<file path="config.mk">
export PLATFORM = sky130hd
export DESIGN_NAME = axi4_rd_desc_burst_gen
export DESIGN_NICKNAME = d
export VERILOG_FILES = /design/src/rtl/axi4_rd_desc_burst_gen.sv
export SDC_FILE = /design/constraint.sdc
export NUM_CORES = 1
export LEC_CHECK = 0
export BUFFER_PORTS_ARGS = -buffer_cell sky130_fd_sc_hd__buf_4
export CAP_MARGIN = 20
export CORE_AREA = 2 2 245 247
export CTS_CLUSTER_DIAMETER = 150
export CTS_CLUSTER_SIZE = 12
export DETAILED_ROUTE_END_ITERATION = 8
export DIE_AREA = 0 0 247 249
export SYNTH_ARGS = -nofsm -noshare
export SYNTH_HDL_FRONTEND = slang
export SYNTH_SLANG_ARGS = --single-unit
</file>
<file path="constraint.sdc">
create_clock -name clock -period 5.6 [get_ports clock]
set_input_delay 0 -clock clock [delete_from_list [all_inputs] [get_ports clock]]
set_output_delay 0 -clock clock [all_outputs]
set_load 0.05 [all_outputs]
</file>
<file path="src/rtl/axi4_rd_desc_burst_gen.sv">
// Splits one read descriptor into INCR AR bursts and returns the R beats as a flat stream.
// Latency: the first AR is raised 1 cycle after descriptor accept; the R path is combinational.
// Backpressure: out_ready drives rready directly; AR issue pauses when MAX_OUTSTANDING bursts await rlast.
module axi4_rd_desc_burst_gen #(
    parameter int ASIZE           = 32,
    parameter int DSIZE           = 256,
    parameter int IDSIZE          = 4,
    parameter int LSIZE           = 8,
    parameter int ADDR_STEP       = 32,
    parameter int BURST_BEATS     = 128,
    parameter int TOTAL_W         = 24,
    parameter int MAX_OUTSTANDING = 4,
    parameter int ARID            = 0
) (
    input  logic               clock,
    input  logic               rst_n,
    input  logic [ASIZE-1:0]   desc_addr,
    input  logic [TOTAL_W-1:0] desc_beats,
    input  logic               desc_valid,
    output logic               desc_ready,
    output logic               busy,
    output logic               err,
    output logic [IDSIZE-1:0]  axi_arid,
    output logic [ASIZE-1:0]   axi_araddr,
    output logic [LSIZE-1:0]   axi_arlen,
    output logic [2:0]         axi_arsize,
    output logic [1:0]         axi_arburst,
    output logic               axi_arvalid,
    input  logic               axi_arready,
    input  logic [DSIZE-1:0]   axi_rdata,
    input  logic [1:0]         axi_rresp,
    input  logic               axi_rlast,
    input  logic               axi_rvalid,
    output logic               axi_rready,
    output logic [DSIZE-1:0]   out_data,
    output logic               out_valid,
    output logic               out_last,
    input  logic               out_ready
);

    localparam int OW = $clog2(MAX_OUTSTANDING + 1);
    localparam int SH = $clog2(ADDR_STEP);
    localparam logic [OW-1:0]      OS_MAX = OW'(MAX_OUTSTANDING);
    localparam logic [TOTAL_W-1:0] BB     = TOTAL_W'(BURST_BEATS);

    typedef enum logic [1:0] {S_IDLE, S_ISSUE, S_DRAIN} state_t;

    state_t             state_q, state_d;
    logic [ASIZE-1:0]   araddr_q, araddr_d;
    logic [LSIZE-1:0]   arlen_q, arlen_d;
    logic               arvalid_q, arvalid_d;
    logic [TOTAL_W-1:0] ar_remain_q, ar_remain_d;
    logic [TOTAL_W-1:0] rx_remain_q, rx_remain_d;
    logic [OW-1:0]      os_q, os_d;
    logic               err_q, err_d;

    logic               in_busy, accept, ar_hs, r_hs, rlast_dec, last_beat;
    logic [TOTAL_W-1:0] ar_step, ar_left;
    logic [OW-1:0]      os_nxt;

    function automatic logic [LSIZE-1:0] burst_len(input logic [TOTAL_W-1:0] remain);
        logic [TOTAL_W-1:0] n;
        n = (remain < BB) ? remain : BB;
        return LSIZE'(n - TOTAL_W'(1));
    endfunction

    assign in_busy   = (state_q != S_IDLE);
    assign accept    = desc_valid && (state_q == S_IDLE);
    assign ar_hs     = arvalid_q && axi_arready;
    assign r_hs      = axi_rvalid && out_ready;
    // Beats outside a descriptor are passed through but never touch the burst accounting.
    assign rlast_dec = r_hs && axi_rlast && in_busy && (os_q != '0);
    assign last_beat = axi_rvalid && (rx_remain_q == TOTAL_W'(1)) && in_busy;
    assign ar_step   = TOTAL_W'(arlen_q) + TOTAL_W'(1);
    assign ar_left   = ar_remain_q - ar_step;
    assign os_nxt    = os_q + OW'(ar_hs) - OW'(rlast_dec);

    always_ff @(posedge clock or negedge rst_n) begin
        if (!rst_n) begin
            state_q     <= S_IDLE;
            araddr_q    <= '0;
            arlen_q     <= '0;
            arvalid_q   <= 1'b0;
            ar_remain_q <= '0;
            rx_remain_q <= '0;
            os_q        <= '0;
            err_q       <= 1'b0;
        end else begin
            state_q     <= state_d;
            araddr_q    <= araddr_d;
            arlen_q     <= arlen_d;
            arvalid_q   <= arvalid_d;
            ar_remain_q <= ar_remain_d;
            rx_remain_q <= rx_remain_d;
            os_q        <= os_d;
            err_q       <= err_d;
        end
    end

    always_comb begin
        state_d = state_q;
        unique case (state_q)
            S_IDLE:  if (accept && desc_beats != '0) state_d = S_ISSUE;
            S_ISSUE: if (ar_hs && ar_left == '0)     state_d = S_DRAIN;
            S_DRAIN: if (r_hs && last_beat)          state_d = S_IDLE;
            default: state_d = S_IDLE;
        endcase
    end

    always_comb begin
        araddr_d    = araddr_q;
        arlen_d     = arlen_q;
        arvalid_d   = arvalid_q;
        ar_remain_d = ar_remain_q;
        rx_remain_d = rx_remain_q;
        os_d        = os_nxt;
        err_d       = err_q;
        if (r_hs && in_busy) rx_remain_d = rx_remain_q - TOTAL_W'(1);
        if (r_hs && axi_rresp != 2'b00) err_d = 1'b1;
        if (accept && desc_beats != '0) begin
            err_d       = 1'b0;
            araddr_d    = desc_addr;
            arlen_d     = burst_len(desc_beats);
            ar_remain_d = desc_beats;
            rx_remain_d = desc_beats;
            arvalid_d   = (os_nxt < OS_MAX);
        end
        // araddr/arlen always describe the next burst; they only move on a handshake.
        if (state_q == S_ISSUE) begin
            if (ar_hs) begin
                ar_remain_d = ar_left;
                araddr_d    = araddr_q + (ASIZE'(ar_step) << SH);
                arlen_d     = burst_len(ar_left);
                arvalid_d   = (ar_left != '0) && (os_nxt < OS_MAX);
            end else if (!arvalid_q) begin
                arvalid_d = (os_nxt < OS_MAX);
            end
        end
    end

    always_comb begin
        desc_ready  = (state_q == S_IDLE);
        busy        = in_busy;
        err         = err_q;
        axi_arid    = IDSIZE'(ARID);
        axi_araddr  = araddr_q;
        axi_arlen   = arlen_q;
        axi_arsize  = 3'(SH);
        axi_arburst = 2'b01;
        axi_arvalid = arvalid_q;
        axi_rready  = out_ready;
        out_data    = axi_rdata;
        out_valid   = axi_rvalid;
        out_last    = last_beat;
    end

endmodule

</file>
Yosys cells after proc, flatten, opt, wreduce, memory -nomap -nowiden
Index checks and enable logic that the tools add are counted.

$lt $le $gt $ge: 3. Reductions and logical operators: 24. Muxes and demuxes: 23. Add/sub/neg operators: 8. Eq/ne operators: 6.

Operator list (count): $mux 24 (5); $mux 32 (3); $lt 24x8->1 const B (2); $reduce_bool 24->1 (2); $mux 8 (5); $add 32x14->32 (1); $eq 24x1->1 const B (1); $logic_not 24->1 (1); $sub 24x1->24 const B (1); $sub 24x9->24 (1); $sub 8x1->8 const B (2); $logic_and 1x1->1 (14); $add 8x1->9 const B (1); $reduce_bool 2->1 (4); $mux 1 (6); $mux 2 (3); $pmux 2 s3 (1); $ne 2x2->1 const B (2); $add 3x1->3 (1); $lt 3x3->1 const B (1); $reduce_and 3->1 (1); $reduce_bool 3->1 (1); $sub 3x1->3 (1); $eq 2x1->1 const B (1); 3 further kinds (3).

Input bits: 321. Logic and storage cells: 72. Output and inout bits: 312. Bits in registers: 95.

Longest topological paths before layout
Word-level depth: 10. Gate-level depth with buffers: 20. Gate-level depth less buffers: 19.

Worst setup path before layout
Ideal clock, no wire load.

Kind: reg2reg. From: register arlen_q[0] (netlist: axi_arlen[0]). To: register arlen_q[6] (netlist: axi_arlen[6]). Arrival: 4.016 ns. Path slack: 1.456 ns. Period minus slack after synthesis: 4.144 ns. Data required time: 5.472 ns. Path buffers: 0. Setup time: 0.128 ns. Stages on the path, launching flop included: 19. Cells stage by stage: dfrtp_1 > ha_1 > nand3_1 > nor2_1 > xor2_1 > inv_1 > ha_1 > a21oi_1 > o21ai_0 > a21oi_1 > xor2_1 > nand4_1 > nor4b_2 > nand3b_1 > ha_1 > nand3b_1 > nor3_1 > a311oi_1 > a21oi_1.

Word-level cells in the longest chain between the ends: 7.

RTL lines: from (decl) (line 50) `logic [LSIZE-1:0] arlen_q, arlen_d;`; from (signal assigned) (line 91) `arlen_q <= arlen_d;`; $add 8x1->9 * (line 74) `assign ar_step = TOTAL_W'(arlen_q) + TOTAL_W'(1);`; $sub 24x9->24 * (line 75) `assign ar_left = ar_remain_q - ar_step;`; $lt 24x8->1 (line 63) `n = (remain < BB) ? remain : BB;`; $mux 8 * (line 63); $sub 8x1->8 * (line 64) `return LSIZE'(n - TOTAL_W'(1));`; $mux 8 * (line 130) `if (ar_hs) begin`; $mux 8 * (line 129) `if (state_q == S_ISSUE) begin`; via arlen_d[6] (line 50).

The timed path passes the listed nets; every way through them passes the cells marked *. A chain may end at the register's enable or synchronous reset.

Worst setup path after layout
Same ends and word-level chain as after synthesis.

==> results <==
- The sequential-to-total area share from yosys stat is between 20% and 30%.
- The biggest area consumer among synthesized cells is dfrtp_1.
- Before CTS, the worst setup slack after placement is 1.103 ns.
- Among all flip-flop cells after synthesis, the most frequent one is dfrtp_1.
- The standard-cell row count is 89.
- The height of the chip is 249 um.
- In this run the power density over the cells is about 580 nW/um2.
- The worst-case clock skew is between 0.015 and 0.02 ns.
- The cell area that synthesis handed to floorplanning was 8524 um2.
- The synthesis-to-finish area growth is 7.662%.
- The worst setup path is captured at a register.
- In the final layout, the multi-input gates occupy approximately 4000 um2.
- Adding up every negative setup slack in the final design gives 0 ns.
- The number of warnings reported in the yosys synthesis log is 0.
- The number of CTS-inserted buffers is 9.
- At the worst endpoint, the required time is slightly below 6 ns.
- STA classifies the critical path startpoint as a register.
- The type of the most critical hold path is in2out.
- For the pin with the worst max-slew slack, the measured transition is 0.9848 ns.
- The standby leakage power is about 3.7 nW.
- The average wire per standard cell is 17.69 um.
- In the synthesized netlist, mux cells make up less than 1% of the area.
- In this run the standard cell core region covers 58690 um2.
- The number of nets in the layout is 1312.
- The initial antenna violation count is 1.
- The share of async-settable or async-resettable flops after synthesis is between 90% and 100%.
- The class of the most critical setup path is reg2reg.
- The total iterations of the first detailed-routing run is 5.
- The number of fillers in the final layout is 6625.
- The post-synthesis average cell area is 7.908 um2.
- The first-pass GRT wire length is about 45 mm.
- Entering global routing, the biggest net connects 81 pins.
- Summed over all layers, the routed wires come to 30.79 mm.
- The die covers 61500 um2.
- The final critical path takes up about four fifths of the cycle.
- The post-synthesis cell count is approximately 1100.
- The initial cell density of the core is 14.53%.
- The deepest level of the CTS H-tree is 3.
- The number of top-level design ports is approximately 630.
- Counting flops and latches in the post-synthesis netlist gives 95.
- The flow ran to the end, and the final reports show no timing, DRC or antenna violations.
- The global router's overall resource usage is under 10%.
- The share of synthesized cell area in and, or, nand and nor gates is 20.17%.
- The peak supply drop is 288.1 uV.
- Of all nets on the critical path, the largest fanout is 7.
- CTS saw 95 sinks.
- The fraction of the mapped netlist area in compound gates is 17.79%.
- Max-cap violations in this run came to 0.
- In this run the tightest slew margin relative to its limit is 33.99%.
- Detailed placement finished with a half-perimeter wire length of approximately 24 mm.
- The clock passes through at most 2 buffers.
- The number of nets with antenna violations after routing is 0.
- The clock-pin slew on the worst setup and hold paths is about 0.080 ns.
- Ranked by total cell area, the synthesized netlist is headed by dfrtp_1, buf_4, nand2_1.
- The sequential cells in the finished layout cover a total of 2377 um2.
- The post-layout total power is 5.280 mW.
- Summing the areas of all xor and xnor instances in the mapped netlist gives under 10% of the synthesized area.
- By area, the combinational part of the netlist is dominated by buffers and inverters.
- TritonCTS built the clock tree.
- Static timing analysis puts the maximum clock frequency at 219.0 MHz.
- Setup slack closes at a little over 1 ns.
- The number of hold violations in the final report is 0.
- The clock period could shrink to ~4.6 ns.
- The layout cell share with drive strength beyond 1 is 16.65%.
- The top cell type by area accounts for approximately 28% of the synthesized area.
- The adder-cell share of the synthesized area is 4.374%.
- The weighted congestion reported at the end of routability-driven placement is 0.8386.
- The overall overflow remaining after global route is 0.
- The repair_antennas step left the layout with diodes totalling 0.
- Setup violations remaining at the end of the flow were counted as 0.
- The starting DRC count in detailed routing is 592.
- The routed layout has 7175 vias.
- The post-layout instance area is between 9000 and 10000 um2.
- The post-detailed-route DRC marker count is 0.
- Yosys mapped a number of flops with a built-in enable equal to 0.
- The root buffer cell chosen for the clock tree is clkbuf_16.
- The final-report max-slew violation count is 0.
- The number of buffers added on ports is 111.
- The later-pin clock latency in the skew report is 0.37 ns.
- Buffers added to address setup during post-CTS repair amount to 0.
- In this run the cell area measured after placement is approximately 8300 um2.
- In this run the horizontal extent of the chip is 247 um.
- In the routed layout, each cell is associated on average with a via count of 4.124.
- The final core utilization is 15.64%.
- The via count of the first global-routing pass is 7113.
- Yosys mapped the design onto 65 distinct sky130hd cell types.
- Data on the critical path arrives at its endpoint at 4.82 ns.
- Setup repair after global routing left no endpoint under its margin.
cells by family after synthesis:
group	count (synthesis)
AO/OA/AOI/OAI	225
XOR/XNOR	30
adder cells (fa/ha/maj)	28
buffers and inverters	332
flip-flops	95
multiplexers	2
other	2
AND/OR/NAND/NOR	364
synth_stat cells, drive strengths merged (3+ instances only):
| cell | n |
|---|---|
| o31ai | 3 |
| nand2b | 6 |
| a221o | 3 |
| nor3 | 31 |
| a211o | 3 |
| or4 | 5 |
| xor2 | 16 |
| a21oi | 55 |
| o221ai | 3 |
| a31oi | 22 |
| nand3 | 29 |
| a311oi | 11 |
| and2 | 8 |
| o311ai | 4 |
| o31a | 3 |
| nor2 | 99 |
| o22ai | 6 |
| inv | 28 |
| a211oi | 22 |
| a21o | 12 |
| buf | 270 |
| nand2 | 121 |
| o21a | 7 |
| nand4 | 11 |
| nor4 | 11 |
| and3 | 11 |
| or2 | 9 |
| nand3b | 6 |
| or3 | 7 |
| dfrtp | 95 |
| xnor2 | 14 |
| o221a | 5 |
| clkbuf | 34 |
| o21ai | 38 |
| o211ai | 10 |
| ha | 25 |
| fa | 3 |
| nor2b | 3 |
flip-flops by register name (all words and copies together) (netlist names):
register / cells
state_q: 2
rx_remain_q: 24
os_q: 3
axi_arlen: 8
axi_arvalid: 1
ar_remain_q: 24
err: 1
axi_araddr: 32
per-layer routing:
layer | GRT usage (%) | share of wire [%] | vias to the layer above | routed length (um)
li1 | - | - | 3254 | -
met5 | 0.1590 | 0.052 | - | 16
met1 | 12.55 | 43 | 3405 | 13220
met2 | 14.66 | 44 | 417 | 13670
met4 | 4.165 | 3.2 | 2 | 997
met3 | 3.275 | 9.4 | 97 | 2880
worst max-delay path, stage by stage (launching register included):
cell and delay, ns:
dfrtp_1 0.44, ha_1 0.22, nand3_1 0.13, nor2_1 0.20, xor2_1 0.22, inv_1 0.08, ha_1 0.34, a21oi_1 0.46
nand2_1 0.14, o21ai_0 0.43, a21o_1 0.20, nand3b_1 0.10, nor4b_2 0.37, nand3b_1 0.18, ha_1 0.30, nand3b_1 0.18
nor3_1 0.08, a311oi_1 0.28, a21oi_1 0.10
cell type report:
type	count	share of cell area [%]
Sequential cell	95	25.90
Inverter	28	1.145
Clock inverter	5	0.9680
Timing Repair Buffer	171	15.73
Tap cell	773	10.54
Clock buffer	10	2.604
Multi-Input combinational cell	658	43.11
worst paths after layout:
kind / from / endpoint / slack, ns / depth (start not counted)
max: axi_arlen[0]$_DFF_PN0_ / axi_arlen[6]$_DFF_PN0_ / 1.03 / 18
min: axi_rdata[100] / out_data[100] / 0.00002 / 0
max reg2reg: axi_arlen[0]$_DFF_PN0_ / axi_arlen[6]$_DFF_PN0_ / 1.03 / 18
min reg2reg: axi_araddr[3]$_DFFE_PN0P_ / axi_araddr[3]$_DFFE_PN0P_ / 0.49 / 2
max in group asynchronous: rst_n / axi_araddr[21]$_DFF_PN0_ / 4.61 / 4
min in group asynchronous: rst_n / axi_araddr[2]$_DFFE_PN0P_ / 0.05 / 2
layout by cell type (no fill, tap or decap), types with 4 or more instances in the layout:
cell type / count
inv_1: 28
or3_1: 7
o21a_1: 7
xnor2_1: 14
nor2_1: 98
nand3b_1: 6
buf_4: 118
o22ai_1: 6
xor2_1: 16
ha_1: 25
a31oi_1: 22
o221a_2: 5
or2_2: 8
a21oi_1: 54
nor4_1: 10
a21o_1: 11
clkbuf_16: 9
o211ai_1: 10
nand2b_1: 6
o311ai_0: 4
a211oi_1: 22
and3_1: 11
nand2_1: 121
and2_1: 8
dfrtp_1: 95
nand4_1: 11
o21ai_0: 36
dlygate4sd3_1: 51
nand3_1: 29
conb_1: 9
a311oi_1: 11
nor3_1: 29
through the flow:
stage	hold WS (ns)	instances
after floorplan	-0.2956	1085
after global placement	-0.08857	1672
after detailed placement	-0.08939	1673
after CTS	0.0003409	1739
after global routing	0.00007183	1740
final	0.00001711	1740
power by group:
part	total, mW	internal (mW)	switching, mW
sequential	1.26	0.951	0.313
combinational	3.30	1.17	2.13
clock	0.716	0.408	0.308
total	5.28	2.53	2.75
repair_timing:
item,4_1_cts,5_1_grt
endpoints found under the hold margin,82,0
gates resized for setup,0,0
hold buffers,51,0
Power figures use the tool's default switching activity.
